--- src/rtl/br_resolve_unit.sv ---
// Back-end half of the gshare predictor: checkpoint queue, in-order branch
// resolution, PHT counter read-modify-write and GHR restore on mispredict.
module br_resolve_unit #(
  parameter int GHR_W = 14,
  parameter int DEPTH = 8,
  parameter int CNT_W = 16
) (
  input  logic                     clk,
  input  logic                     reset,
  input  logic                     pred_valid,
  output logic                     pred_ready,
  input  logic [GHR_W-1:0]         pred_ghr,
  input  logic [GHR_W-1:0]         pred_pc,
  input  logic                     pred_taken,
  input  logic                     res_valid,
  output logic                     res_ready,
  input  logic                     res_taken,
  output logic                     pht_rd_en,
  output logic [GHR_W-1:0]         pht_rd_idx,
  input  logic [1:0]               pht_rd_data,
  output logic                     pht_wr_en,
  output logic [GHR_W-1:0]         pht_wr_idx,
  output logic [1:0]               pht_wr_data,
  output logic                     ghr_re_en,
  output logic [GHR_W-1:0]         ghr_re_data,
  output logic                     mispredict,
  output logic [CNT_W-1:0]         resolved_cnt,
  output logic [CNT_W-1:0]         mispred_cnt,
  output logic [1:0]               dbg_state,
  output logic [$clog2(DEPTH):0]   dbg_count
);
  localparam int PW = $clog2(DEPTH);
  localparam logic [PW:0] FULL = (PW+1)'(DEPTH);

  typedef enum logic [1:0] {S_IDLE = 2'd0, S_RD = 2'd1, S_WR = 2'd2} state_t;
  state_t state_q, state_d;

  logic [GHR_W-1:0] q_ghr [DEPTH];
  logic [GHR_W-1:0] q_pc  [DEPTH];
  logic             q_tk  [DEPTH];
  logic [PW-1:0]    wr_ptr_q, rd_ptr_q;
  logic [PW:0]      count_q;

  logic [GHR_W-1:0] w_ghr_q, w_pc_q;
  logic             w_ck_tk_q, w_res_tk_q;

  logic             rd_en_q, rd_en_d, wr_en_q, wr_en_d;
  logic             re_en_q, re_en_d, mis_q, mis_d;
  logic [GHR_W-1:0] rd_idx_q, rd_idx_d, wr_idx_q, wr_idx_d, re_data_q, re_data_d;
  logic [CNT_W-1:0] res_cnt_q, res_cnt_d, mis_cnt_q, mis_cnt_d;

  logic miss, flush, push, pop;

  // Both ports are valid/ready: a transfer happens on the cycle where valid and
  // ready are both high; ready depends only on registered state and reset.
  assign miss       = (w_ck_tk_q != w_res_tk_q);
  assign flush      = (state_q == S_WR) && miss;
  assign pred_ready = !reset && (count_q != FULL) && !flush;
  assign res_ready  = !reset && (state_q == S_IDLE) && (count_q != '0);
  assign push       = pred_valid && pred_ready;
  assign pop        = res_valid && res_ready;

  // FSM state register
  always_ff @(posedge clk) begin
    if (reset) state_q <= S_IDLE;
    else       state_q <= state_d;
  end

  // FSM next state
  always_comb begin
    state_d = state_q;
    unique case (state_q)
      S_IDLE:  if (pop) state_d = S_RD;
      S_RD:    state_d = S_WR;
      S_WR:    state_d = S_IDLE;
      default: state_d = S_IDLE;
    endcase
  end

  // FSM outputs: next values of the registered strobes, indices and statistics
  always_comb begin
    rd_en_d   = pop;
    rd_idx_d  = pop ? (q_ghr[rd_ptr_q] ^ q_pc[rd_ptr_q]) : '0;
    wr_en_d   = (state_q == S_RD);
    wr_idx_d  = wr_en_d ? (w_ghr_q ^ w_pc_q) : '0;
    re_en_d   = (state_q == S_RD) && miss;
    mis_d     = re_en_d;
    re_data_d = re_en_d ? {w_ghr_q[GHR_W-2:0], w_res_tk_q} : '0;
    res_cnt_d = res_cnt_q;
    mis_cnt_d = mis_cnt_q;
    if (wr_en_d && (res_cnt_q != '1)) res_cnt_d = res_cnt_q + CNT_W'(1);
    if (re_en_d && (mis_cnt_q != '1)) mis_cnt_d = mis_cnt_q + CNT_W'(1);
  end

  always_ff @(posedge clk) begin
    if (reset) begin
      rd_en_q   <= 1'b0;
      rd_idx_q  <= '0;
      wr_en_q   <= 1'b0;
      wr_idx_q  <= '0;
      re_en_q   <= 1'b0;
      re_data_q <= '0;
      mis_q     <= 1'b0;
      res_cnt_q <= '0;
      mis_cnt_q <= '0;
    end else begin
      rd_en_q   <= rd_en_d;
      rd_idx_q  <= rd_idx_d;
      wr_en_q   <= wr_en_d;
      wr_idx_q  <= wr_idx_d;
      re_en_q   <= re_en_d;
      re_data_q <= re_data_d;
      mis_q     <= mis_d;
      res_cnt_q <= res_cnt_d;
      mis_cnt_q <= mis_cnt_d;
    end
  end

  always_ff @(posedge clk) begin
    if (reset) begin
      w_ghr_q    <= '0;
      w_pc_q     <= '0;
      w_ck_tk_q  <= 1'b0;
      w_res_tk_q <= 1'b0;
    end else if (pop) begin
      w_ghr_q    <= q_ghr[rd_ptr_q];
      w_pc_q     <= q_pc[rd_ptr_q];
      w_ck_tk_q  <= q_tk[rd_ptr_q];
      w_res_tk_q <= res_taken;
    end
  end

  always_ff @(posedge clk) begin
    if (push) begin
      q_ghr[wr_ptr_q] <= pred_ghr;
      q_pc[wr_ptr_q]  <= pred_pc;
      q_tk[wr_ptr_q]  <= pred_taken;
    end
  end

  // A mispredict discards every younger checkpoint, including wrong-path pushes
  always_ff @(posedge clk) begin
    if (reset) begin
      wr_ptr_q <= '0;
      rd_ptr_q <= '0;
      count_q  <= '0;
    end else if (flush) begin
      wr_ptr_q <= rd_ptr_q;
      count_q  <= '0;
    end else begin
      if (push) wr_ptr_q <= wr_ptr_q + PW'(1);
      if (pop)  rd_ptr_q <= rd_ptr_q + PW'(1);
      unique case ({push, pop})
        2'b10:   count_q <= count_q + (PW+1)'(1);
        2'b01:   count_q <= count_q - (PW+1)'(1);
        default: count_q <= count_q;
      endcase
    end
  end

  // The counter update uses read data returned in the write cycle
  always_comb begin
    pht_wr_data = '0;
    if (wr_en_q) begin
      if (w_res_tk_q) pht_wr_data = (pht_rd_data == 2'd3) ? 2'd3 : pht_rd_data + 2'd1;
      else            pht_wr_data = (pht_rd_data == 2'd0) ? 2'd0 : pht_rd_data - 2'd1;
    end
  end

  assign pht_rd_en    = rd_en_q;
  assign pht_rd_idx   = rd_idx_q;
  assign pht_wr_en    = wr_en_q;
  assign pht_wr_idx   = wr_idx_q;
  assign ghr_re_en    = re_en_q;
  assign ghr_re_data  = re_data_q;
  assign mispredict   = mis_q;
  assign resolved_cnt = res_cnt_q;
  assign mispred_cnt  = mis_cnt_q;
  assign dbg_state    = state_q;
  assign dbg_count    = count_q;
endmodule

--- config.mk ---
export PLATFORM = sky130hd
export DESIGN_NAME = br_resolve_unit
export DESIGN_NICKNAME = d
export VERILOG_FILES = /design/src/rtl/br_resolve_unit.sv
export SDC_FILE = /design/constraint.sdc
export NUM_CORES = 1
export LEC_CHECK = 0
export ABC_AREA = 1
export CORE_ASPECT_RATIO = 2
export CORE_UTILIZATION = 55
export CTS_CLUSTER_SIZE = 25
export DETAILED_ROUTE_END_ITERATION = 6
export PLACE_DENSITY = 0.77
export SETUP_SLACK_MARGIN = 0.15
export SYNTH_ARGS = -nofsm -noshare
export SYNTH_HDL_FRONTEND = slang
export SYNTH_SLANG_ARGS = --single-unit
export TNS_END_PERCENT = 1
--- constraint.sdc ---
create_clock -name clk -period 7.15 [get_ports clk]
set_input_delay 1.0725 -clock clk [delete_from_list [all_inputs] [get_ports clk]]
set_output_delay 1.0725 -clock clk [all_outputs]
set_load 0.03 [all_outputs]
==> run metrics <==
Synth Warn #=0; Avg Inst Size Synth=10.6 um2; latest clock arrival within the worst-skew pair=560 ps; vias=10100; Static Leakage=5.89 nW; Inserted Clock Buffers=29; Final Max Tran Viols=0; worst path arrival time=2870 ps; site row count=82; worst path required time=6080 ps; RSZ-0062 raised after global routing=no; Core ar.=25000 um2; run status=finished, final reports clean; max-cap viol count=0; worst setup margin=3210 ps; Reg power frac=51.3%; Root Driver=clkbuf_16; Die X=115 um; Async SR Flop Fraction=0%; Post-Syn Area=14000 um2; Clock transition at path regs=70 ps; routed len/inst=18.7 um; Hold Path Class=reg -> reg; # IOs=124; initial antenna violation count=1; Die Area=26200 um2; dpl ws=3220 ps; Starting Density=56.0%; H-tree levels=1; clock sinks=354; maximum VDD drop=0.161 mV; DRC=0; P per Cell Area=266 nW/um2; crit path kind=in -> out; layout cell share with drive strength beyond 1=5.87%; #FFs+latches synth=354; total grt overflow=0; Worst Path Max Fanout=30; largest net degree at the start of global routing=113; post-layout net count=1469; finished layout cell area=16500 um2; minimum clock period=3940 ps; Power Internal=3.35 mW; 1st-pass router iterations=5; IO buf count=123; Synth Instances=1321; setup TNS=0 ps; crit end category=primary output; Sw Ratio=24.0%; CTS tree=yes; Placed Area=15500 um2; NetSw=1.06 mW; Post-synth EDFFs=232; final setup violation count=0; Most used DFF post-synth=edfxtp_1; Comb pwr share=10.2%; vias in the first global route=9733; Post-Route Utilization=66.1%; Routed WL=33300 um; first-pass GRT wire length=51000 um; Die Y=228 um; crit share post-route=55.2%; dpl hpwl=20900 um; Max-slew headroom=24.6%; final hold violations=0; Placer Congestion=0.917; post-cts resize count=0; post-synth cell types=36; FMAX=0.254 GHz; vias per std cell=5.66; Initial DRC Count=989; Post-DRT Antenna Nets=0; register area share after synthesis=67.1%; Layout Skew=13.0 ps; Clk pwr share=38.5%; CTS max path bufs=3; crit start category=primary input; Post-CTS Hold Buffers=0; Worst Tran Pin Value=1130 ps; net count after synthesis=1363; Setup Fix Bufs, Post-CTS=0; all-layer global routing usage=25.8%; area delta synth->final=17.9%
[sequential cells by signal, indices dropped and copies added (netlist names), 16 cells and up, named ones only]
signal	count
q_pc	112
mispred_cnt	16
resolved_cnt	16
q_ghr	112
[cell type report]
class	instances	area, um2
Timing Repair Buffer	138	1340
Tap cell	336	420
Clock buffer	33	793
Clock inverter	20	248
Sequential cell	354	9410
Fill cell	1914	8500
Inverter	68	256
Multi-Input combinational cell	836	4060
Antenna cell	1	2.50
[power by group through the flow]
stage / logic, mW / clock network, mW / registers, mW
4_1_cts: 0.446 / 1.72 / 2.26
2_1_floorplan: 0.265 / 0 / 2.33
6_report: 0.447 / 1.70 / 2.26
5_1_grt: 0.488 / 1.79 / 2.27
3_5_place_dp: 0.443 / 0 / 2.31
3_3_place_gp: 0.432 / 0 / 2.31
[synth_stat cells (2+ instances only)]
| library cell | n | share of area [%] |
|---|---|---|
| xnor2_1 | 21 | 1.3 |
| o22ai_1 | 15 | 0.67 |
| ha_1 | 6 | 0.54 |
| inv_1 | 63 | 1.7 |
| nand2_2 | 2 | 0.089 |
| buf_1 | 2 | 0.054 |
| buf_4 | 9 | 0.48 |
| a21boi_1 | 13 | 0.70 |
| a31oi_1 | 4 | 0.18 |
| xor2_1 | 11 | 0.69 |
| nor2_1 | 260 | 7.0 |
| nand3_1 | 58 | 2.1 |
| buf_6 | 3 | 0.24 |
| nor3b_1 | 3 | 0.16 |
| buf_2 | 26 | 0.93 |
| o21ai_1 | 61 | 2.2 |
| a21oi_1 | 42 | 1.5 |
| clkbuf_1 | 23 | 0.62 |
| nor3_1 | 16 | 0.57 |
| dfxtp_1 | 122 | 17 |
| inv_2 | 3 | 0.080 |
| edfxtp_1 | 232 | 50 |
| nand4_1 | 15 | 0.67 |
| nand2_1 | 189 | 5.1 |
| o211a_1 | 26 | 1.9 |
| o211ai_1 | 2 | 0.11 |
| o21ai_0 | 85 | 3.0 |
[cell usage in the layout (no fill, tap or decap), drive strengths merged]
master / netlist / routed
nor2: 261 / 261
edfxtp: 232 / 232
nand2: 191 / 191
o21ai: 146 / 146
clkdlybuf4s50: 0 / 123
dfxtp: 122 / 122
inv: 66 / 67
nand3: 58 / 58
a21oi: 42 / 42
clkbuf: 23 / 33
o211a: 26 / 26
xnor2: 21 / 21
nor3: 18 / 18
nand4: 15 / 15
o22ai: 15 / 15
buf: 40 / 15
clkinv: 2 / 14
a21boi: 13 / 13
xor2: 11 / 11
ha: 6 / 6
bufinv: 0 / 5
a31oi: 4 / 4
nor3b: 3 / 3
o211ai: 2 / 2
clkinvlp: 0 / 2
diode: 0 / 1
or2: 1 / 1
o21bai: 1 / 1
a211oi: 1 / 1
a22oi: 1 / 1
[layer usage]
layer / part of all wire (%) / track usage, % / up-vias
li1: - / - / 4741
met1: 34 / 26.7 / 4838
met2: 54 / 48.2 / 423
met3: 6.3 / 3.56 / 101
met4: 5.2 / 14.7 / 0
met5: 0 / 0 / -
[cells by family (layout without fill, tap and decap cells)]
| family | after synthesis | count (layout) | synth area share [%] |
|---|---|---|---|
| compound gates | 251 | 251 | 10.4 |
| xor+xnor | 32 | 32 | 2.00 |
| fa+ha+maj | 6 | 6 | 0.535 |
| buf+inv | 131 | 259 | 4.15 |
| flops | 354 | 354 | 67.1 |
| other cells | 0 | 1 | 0 |
| simple gates | 547 | 547 | 15.9 |
[stage by stage]
step | hold WS (ps) | power [mW] | std cells
3_3_place_gp | 453 | 2.74 | 1732
4_1_cts | 461 | 4.43 | 1785
2_1_floorplan | 435 | 2.59 | 1321
5_1_grt | 486 | 4.55 | 1786
6_report | 460 | 4.41 | 1786
3_5_place_dp | 448 | 2.75 | 1732
[final timing paths]
check / startpoint / end / slack [ps] / cells after the start
worst max-delay path: reset / pred_ready / 3210 / 6
worst min-delay path: w_ghr_q[4] / ghr_re_data[5] / 460 / 2
worst max register to register: flop / pht_rd_idx[10] / 3900 / 8
worst min register to register: w_ghr_q[4] / ghr_re_data[5] / 460 / 2
[worst max-delay path: stages]
cell and delay, ps:
clkdlybuf4s50_1 460, buf_4 330, clkinv_1 140, nand2_1 190
a21oi_1 70, clkdlybuf4s50_1 610
Note: power is estimated with default switching activity, not from simulation.
